## src/rtl/mem_arb_pkg.sv

```systemverilog
// Shared types and constants for the unified-memory arbiter of the multicycle MIPS system.
package mem_arb_pkg;

  typedef enum logic [1:0] {
    IDLE,
    BUSY,
    DONE
  } arb_state_t;

  localparam int          TIMEOUT_DEF   = 15;
  localparam logic [31:0] ERR_RDATA_DEF = 32'h0;

  localparam logic M_CPU = 1'b0;
  localparam logic M_LDR = 1'b1;

endpackage

```

## src/rtl/rr_arbiter2.sv

```systemverilog
// Combinational two-way round-robin pick; reused when more memory masters are added.
module rr_arbiter2
  import mem_arb_pkg::*;
(
  input  logic req0,
  input  logic req1,
  input  logic last_owner,
  output logic grant_valid,
  output logic grant_idx
);

  assign grant_valid = req0 | req1;
  // On a tie the port that did not win most recently goes first.
  assign grant_idx   = (req0 & req1) ? ~last_owner : (req1 ? M_LDR : M_CPU);

endmodule

```

## src/rtl/mem_arbiter.sv

```systemverilog
// Arbitrates the single memory port between the mips core (port 0) and the loader (port 1),
// sequencing each grant through IDLE -> BUSY -> DONE with a one-cycle ack and a wait timeout.
module mem_arbiter
  import mem_arb_pkg::*;
#(
  parameter int            AW        = 32,
  parameter int            DW        = 32,
  parameter int            TIMEOUT   = TIMEOUT_DEF,
  parameter logic [DW-1:0] ERR_RDATA = DW'(ERR_RDATA_DEF)
) (
  input  logic          clk,
  input  logic          reset,
  input  logic          m0_req,
  input  logic          m0_we,
  input  logic [AW-1:0] m0_addr,
  input  logic [DW-1:0] m0_wdata,
  output logic          m0_ack,
  output logic          m0_err,
  output logic [DW-1:0] m0_rdata,
  input  logic          m1_req,
  input  logic          m1_we,
  input  logic [AW-1:0] m1_addr,
  input  logic [DW-1:0] m1_wdata,
  output logic          m1_ack,
  output logic          m1_err,
  output logic [DW-1:0] m1_rdata,
  output logic          mem_en,
  output logic          mem_we,
  output logic [AW-1:0] mem_addr,
  output logic [DW-1:0] mem_wdata,
  input  logic [DW-1:0] mem_rdata,
  input  logic          mem_ready,
  output logic          busy,
  output logic          owner
);

  localparam int CW = $clog2(TIMEOUT + 1);

  arb_state_t    state;
  logic [CW-1:0] cnt;
  logic          we_q;
  logic [AW-1:0] addr_q;
  logic [DW-1:0] wdata_q;
  logic          last_owner;
  logic          grant_valid;
  logic          grant_idx;

  rr_arbiter2 u_rr (
    .req0        (m0_req),
    .req1        (m1_req),
    .last_owner  (last_owner),
    .grant_valid (grant_valid),
    .grant_idx   (grant_idx)
  );

  // Memory-side outputs decode only registered state, so no req input reaches them combinationally.
  assign mem_en    = (state == BUSY);
  assign mem_we    = mem_en & we_q;
  assign mem_addr  = addr_q;
  assign mem_wdata = wdata_q;
  assign busy      = (state != IDLE);

  // NOTE: every register here, including both rdata holding registers, is assigned with <=
  // and cleared by reset so a reset mid-access leaves no stale ack, error or read data behind.
  always_ff @(posedge clk or posedge reset) begin
    if (reset) begin
      state      <= IDLE;
      cnt        <= '0;
      we_q       <= 1'b0;
      addr_q     <= '0;
      wdata_q    <= '0;
      last_owner <= M_LDR;
      owner      <= M_CPU;
      m0_ack     <= 1'b0;
      m1_ack     <= 1'b0;
      m0_err     <= 1'b0;
      m1_err     <= 1'b0;
      m0_rdata   <= '0;
      m1_rdata   <= '0;
    end else begin
      m0_ack <= 1'b0;
      m1_ack <= 1'b0;
      m0_err <= 1'b0;
      m1_err <= 1'b0;
      case (state)
        IDLE: begin
          if (grant_valid) begin
            owner   <= grant_idx;
            we_q    <= (grant_idx == M_LDR) ? m1_we    : m0_we;
            addr_q  <= (grant_idx == M_LDR) ? m1_addr  : m0_addr;
            wdata_q <= (grant_idx == M_LDR) ? m1_wdata : m0_wdata;
            cnt     <= '0;
            state   <= BUSY;
          end
        end
        BUSY: begin
          if (mem_ready) begin
            if (!we_q) begin
              if (owner == M_LDR) m1_rdata <= mem_rdata;
              else                m0_rdata <= mem_rdata;
            end
            m0_ack <= (owner == M_CPU);
            m1_ack <= (owner == M_LDR);
            state  <= DONE;
          end else begin
            cnt <= cnt + 1'b1;
            // This BUSY cycle is the TIMEOUT-th one without an answer: abort the access.
            if (cnt == CW'(TIMEOUT - 1)) begin
              if (owner == M_LDR) m1_rdata <= ERR_RDATA;
              else                m0_rdata <= ERR_RDATA;
              m0_ack <= (owner == M_CPU);
              m1_ack <= (owner == M_LDR);
              m0_err <= (owner == M_CPU);
              m1_err <= (owner == M_LDR);
              state  <= DONE;
            end
          end
        end
        DONE: begin
          last_owner <= owner;
          state      <= IDLE;
        end
        default: state <= IDLE;
      endcase
    end
  end

endmodule
```

## config.mk

```make
export PLATFORM = sky130hd
export DESIGN_NAME = mem_arbiter
export DESIGN_NICKNAME = d
export VERILOG_FILES = /design/src/rtl/mem_arb_pkg.sv /design/src/rtl/rr_arbiter2.sv /design/src/rtl/mem_arbiter.sv
export SDC_FILE = /design/constraint.sdc
export NUM_CORES = 1
export LEC_CHECK = 0
export BUFFER_PORTS_ARGS = -buffer_cell sky130_fd_sc_hd__buf_2
export CAP_MARGIN = 25
export CORE_ASPECT_RATIO = 0.6
export CORE_UTILIZATION = 39
export DETAILED_ROUTE_END_ITERATION = 10
export PLACE_DENSITY = 0.69
export SLEW_MARGIN = 15
export SYNTH_ARGS = -nofsm -noshare
export SYNTH_HDL_FRONTEND = slang
export SYNTH_HIERARCHICAL = 1
export SYNTH_SLANG_ARGS = --single-unit
```

## constraint.sdc

```tcl
create_clock -name clk -period 5.9 [get_ports clk]
set_clock_uncertainty 0.15 [all_clocks]
set_input_delay 0.59 -clock clk [delete_from_list [all_inputs] [get_ports clk]]
set_output_delay 0.59 -clock clk [all_outputs]
set_load 0.01 [all_outputs]
```

**Word level (Yosys, flattened, before mapping)**

Cells that the tools add are included.
W data, S select, Z words.

- Register bits after elaboration: 141
- Output and inout bits: 136

- Bitwise logic cells: 5
- $add $sub $neg: 1
- Reductions and logical operators: 9
- Eq/ne operators: 7
- Multiplexer cells: 32

Operators by type and width:

| operator | count |
|---|---|
| $mux W32 | 12 |
| $mux W1 | 13 |
| $mux W4 | 2 |
| $pmux W4 S2 | 1 |
| $reduce_and A4 Y1 | 2 |
| $mux W2 | 3 |
| $ne A2 B2 Y1 const B | 3 |
| $reduce_bool A2 Y1 | 3 |
| $add A4 B1 Y4 const B | 1 |
| $eq A4 B4 Y1 const B | 1 |
| $pmux W2 S2 | 1 |
| $reduce_and A2 Y1 | 2 |
| $ne A3 B1 Y1 const B | 1 |
| $reduce_and A3 Y1 | 1 |
| $and A1 B1 Y1 | 2 |
| $eq A2 B1 Y1 const B | 1 |
| $eq A2 B2 Y1 const B | 1 |
| $logic_not A2 Y1 | 1 |
| $not A1 Y1 | 2 |
| $or A1 B1 Y1 | 1 |

**Logic depth before layout (Yosys ltp)**

- Word-level depth: 4
- Gate-level depth with buffers: 7
- Mapped depth without buffers: 5

**Cells and area by module**

The synthesis kept the hierarchy.

Modules (own cells, without submodules):

| module | instances | area each (µm²) | cells each |
|---|---|---|---|
| mem_arbiter | 1 | 5755.5 | 478 |
| rr_arbiter2 | 1 | 13.8 | 2 |

**Worst setup path before layout**

No wires, ideal clock.

- Path type: input -> register
- From: input port m1_req
- To: register owner
- Setup slack: 3.948 ns
- Arrival: 1.674 ns
- Data required time: 5.622 ns
- Stages on the path: 5
- Buffers on the path: 2
- Cell sequence: or2_1 -> or3b_1 -> clkbuf_1 -> buf_2 -> mux2_1

- Longest elaborated chain between the ends: 2
- Elaborated cells on any way between the ends: 5
- Classes of those cells: mux (2); bitwise (2); reduce/logical (1)

RTL lines:

| what | RTL line | RTL |
|---|---|---|
| start, declared | mem_arbiter.sv:20 | `input logic m1_req,` |
| $mux W1 (tied with other cells) | rr_arbiter2.sv:14 | `assign grant_idx = (req0 & req1) ? ~last_owner : (req1 ? M_LDR : M_CPU);` |
| $mux W1 / $reduce_and A2 Y1 (equally long branches) | -- |  |
| end signal, assigned | mem_arbiter.sv:88 | `owner <= grant_idx;` |
| end, declared | mem_arbiter.sv:34 | `output logic owner` |

Several ways; a longest one is shown, not always the timed one.
A chain may end at the register's enable or synchronous reset.

**Final worst setup path**

- From: register last_owner
- To: register addr_q[14] (netlist: mem_addr[14])

- Longest elaborated chain between the ends: 3

RTL lines:

| what | RTL line | RTL |
|---|---|---|
| start, declared | mem_arbiter.sv:44 | `logic last_owner;` |
| start signal, assigned | mem_arbiter.sv:120 | `last_owner <= owner;` |
| $not A1 Y1 | rr_arbiter2.sv:14 |  |
| $mux W1 | rr_arbiter2.sv:14 |  |
| named net grant_idx | mem_arbiter.sv:46 | `logic grant_idx;` |
| $mux W32 | mem_arbiter.sv:90 | `addr_q <= (grant_idx == M_LDR) ? m1_addr : m0_addr;` |
| end signal, assigned | mem_arbiter.sv:90 |  |
| end, declared | mem_arbiter.sv:42 | `logic [AW-1:0] addr_q;` |

The timed path passes the listed nets, and every way through them passes these cells.

==> results by group <==
Yosys
  • Yosys warnings: 6
  • Top FF cell, synth: dfrtp_1
  • Avg Synthesized Cell Area: 12.0 µm²
  • EDFF count, synth: 0
  • Post-synthesis cell type count: 32
  • Ranking of synthesized cells by area: dfrtp_1, mux2i_1, a22o_1
  • Synth Register Bits: 141
  • Cells after Synth: 480
  • Yosys top cell by area: dfrtp_1
  • Async set-reset flop share out of synthesis: 1.00
  • Seq/Total Area, Yosys: 0.612
  • Syn Nets: ~650
  • Cell Area, Synth: a little under 0.006 mm²
  • Top-area cell type share of the netlist area: 0.607
  • Cell with the most instances after synthesis: dfrtp_1
  • Commonest cells post-synth: dfrtp_1, o21ai_1, nand2_1

Drt
  • Vias per inst: 4.91
  • Metal-1 WL: 7.05 mm
  • Detail Route Antenna Nets: 0
  • DR vias: approximately 4800
  • Met2 wire length: 7.55 mm
  • Wire per inst: 15.8 µm
  • Routed WL: approximately 15 mm
  • DRT Pass-1 Iters: 6
  • WL met3: 722 µm
  • Initial DRC count: 252
  • Max Used Layer: met4
  • DRC viols: 0

Layout
  • Share of layout cells above drive strength 1: 0.445
  • Number of diodes: 0
  • Non-filler cells, final: a little under 1000
  • # nets final: 938
  • P&R area growth vs syn: 39.2%

Worst setup path
  • Setup crit end kind: flop
  • Startpoint types: flop
  • Crit path DAT: ~2.5 ns
  • Reg2reg path depth: 4
  • Type of the worst setup path: flop to flop
  • Reg2reg end: mem_addr[14]
  • CP max stage delay: approximately 0.8 ns
  • Internal reg-to-reg setup slack: 3.54 ns
  • Crit-path cells: a21boi_4 -> buf_4 -> mux2i_1 -> o21ai_1
  • WP data required: 6.03 ns
  • Worst path bufs/invs: 1
  • Crit path max fanout: 58
  • Crit-path slowest cell: buf_4
  • Worst flop-to-flop path startpoint: last_owner
  • Top delay family on crit path: buffers and inverters

Global route
  • Vias in the first global route: between 4000 and 5000
  • Gr usage total: 0.198
  • Initial antenna violation count: 0
  • First-pass GRT wire length: 23.6 mm
  • Grt ovf: 0
  • Largest net degree at the start of global routing: 95

Floorplan
  • Die height: approximately 96 µm
  • I/O pin total: between 300 and 400
  • Core Area: 0.0145 mm²
  • Initial Util: 0.399
  • Die area: around 0.015 mm²
  • Cell Rows: 34
  • Chip width: 159 µm

CTS
  • Inserted Clock Buffers: 17
  • Clock latency on the worst-skew pair: approximately 0.40 ns
  • Hold_buf cts: 0
  • Clk buf depth: 2
  • Clock sink total: 141
  • CTS root buffer: clkbuf_16
  • Post-CTS setup buffers: 0
  • Worst-path clk slew: 0.07 ns
  • Number of H-tree levels: 4
  • Post-cts sizing count: 0
  • TritonCTS clock tree: done

Worst hold path
  • Worst hold path class: primary input to asynchronous set/reset pin

Place
  • HPWL after DPL: 11.2 mm
  • Placed insts: 948
  • Routability cong.: 0.848
  • IO buf count: 302

STA
  • Final min period: 2.36 ns
  • Setup violations, final: 0
  • RSZ-0062 raised after global routing: no
  • Worst rel slew slack: 0.372
  • Worst-Margin Slew: 0.942 ns
  • Crit share post-route: 0.401
  • Hold Fails Final Rpt: 0
  • Fmax: ~0.42 GHz
  • Slew Viols, Final: 0
  • Setup TNS: 0 ns

Power and ir drop
  • Switching power total: ~1.6 mW
  • Pleak: 4.29 nW
  • P per Cell Area: 543 mW/mm²
  • Logic gate share of total power: 0.363
  • Max VDD drop: approximately 0.00021 V
  • Switching share of power: 0.363
  • Sequential power share: 0.384
  • Internal power: 2.78 mW
  • Clock power share: 0.253

Flow run
  • Max Cap Violations: 0

Run status
  • Outcome: finished clean
## power by group through the flow
stage          clock network [mW]  logic [mW]  registers (mW)
2_1_floorplan                   0       0.737            1.86
3_3_place_gp                    0        1.56            1.65
3_5_place_dp                    0        1.61            1.68
4_1_cts                      1.13        1.61            1.67
5_1_grt                      1.17        1.75            1.73
6_report                     1.10        1.59            1.68
## layout by cell type (no fill, tap or decap), drive strengths merged
cell type and count:
and4bb 1, buf 309, a31o 1, nand2b 1, clkinvlp 1, and3 2, or3b 2, clkinv 3
or2 2, mux2 2, clkbuf 18, o21ai 70, nor3b 1, dfstp 1, or3 2, and4b 2
nand2 66, a21oi 2, nor2b 2, nand4 1, ha 2, mux2i 65, bufinv 2, a22o 64
and2 2, nor2 1, nand4b 1, dfrtp 140, inv 12, a21boi 1, nand3 3
## cell type report
cell class | count | area (µm²)
Clock inverter | 14 | 173
Inverter | 4 | 20.0
Tap cell | 198 | 248
Multi-Input combinational cell | 296 | 2060
Clock buffer | 18 | 439
Fill cell | 1272 | 6430
Sequential cell | 141 | 3530
Timing Repair Buffer | 309 | 1560
## registers in the layout (all words and copies together), names as in the netlist
name / cells
m1_ack: 1
m1_err: 1
state: 2
we_q: 1
last_owner: 1
m0_err: 1
m1_rdata: 32
owner: 1
mem_addr: 32
m0_ack: 1
m0_rdata: 32
cnt: 4
mem_wdata: 32
## logic make-up after synthesis
group                      after synthesis  share of synthesized area
AOI/OAI and AO/OA                      138                      0.162
adders and majority gates                2                    0.00434
buffers and inverters                   43                     0.0340
DFF                                    141                      0.612
muxes                                   67                      0.117
and+or+nand+nor                         89                     0.0707
## worst reg2reg max path, cell delays in order, from the launching register on
cell	delay, ns
dfstp_2	0.39
a21boi_4	0.36
buf_4	0.80
mux2i_1	0.45
o21ai_1	0.09
## per-layer routing
metal	vias to the layer above	global-route usage
li1	2304	-
met1	2330	0.258
met2	167	0.326
met3	13	0.0500
met4	0	0.0657
met5	-	0
## how the worst max path moves through the flow
stage | from | end | slack (ns) | cells past startpoint
2_1_floorplan | reset | cnt[0] | 1.38 | 1
3_3_place_gp | m1_req | mem_wdata[29] | 3.20 | 5
3_5_place_dp | m0_req | mem_addr[4] | 3.12 | 5
4_1_cts | last_owner | mem_addr[14] | 3.54 | 4
5_1_grt | m1_req | mem_addr[6] | 3.38 | 6
6_report | last_owner | mem_addr[14] | 3.54 | 4
## through the flow
stage / instance area, µm² / total power [mW] / worst slack, ns / utilization / hold WS (ns)
after floorplan: 5770 / 2.60 / 1.38 / - / 0.340
after global placement: 7420 / 3.22 / 3.20 / 0.513 / 0.313
after detailed placement: 7420 / 3.28 / 3.12 / 0.513 / 0.323
after CTS: 8030 / 4.41 / 3.54 / 0.555 / 0.180
after global routing: 8030 / 4.65 / 3.38 / 0.555 / 0.211
final: 8030 / 4.36 / 3.54 / 0.555 / 0.127
No activity file was read; power rests on OpenSTA's default activity.
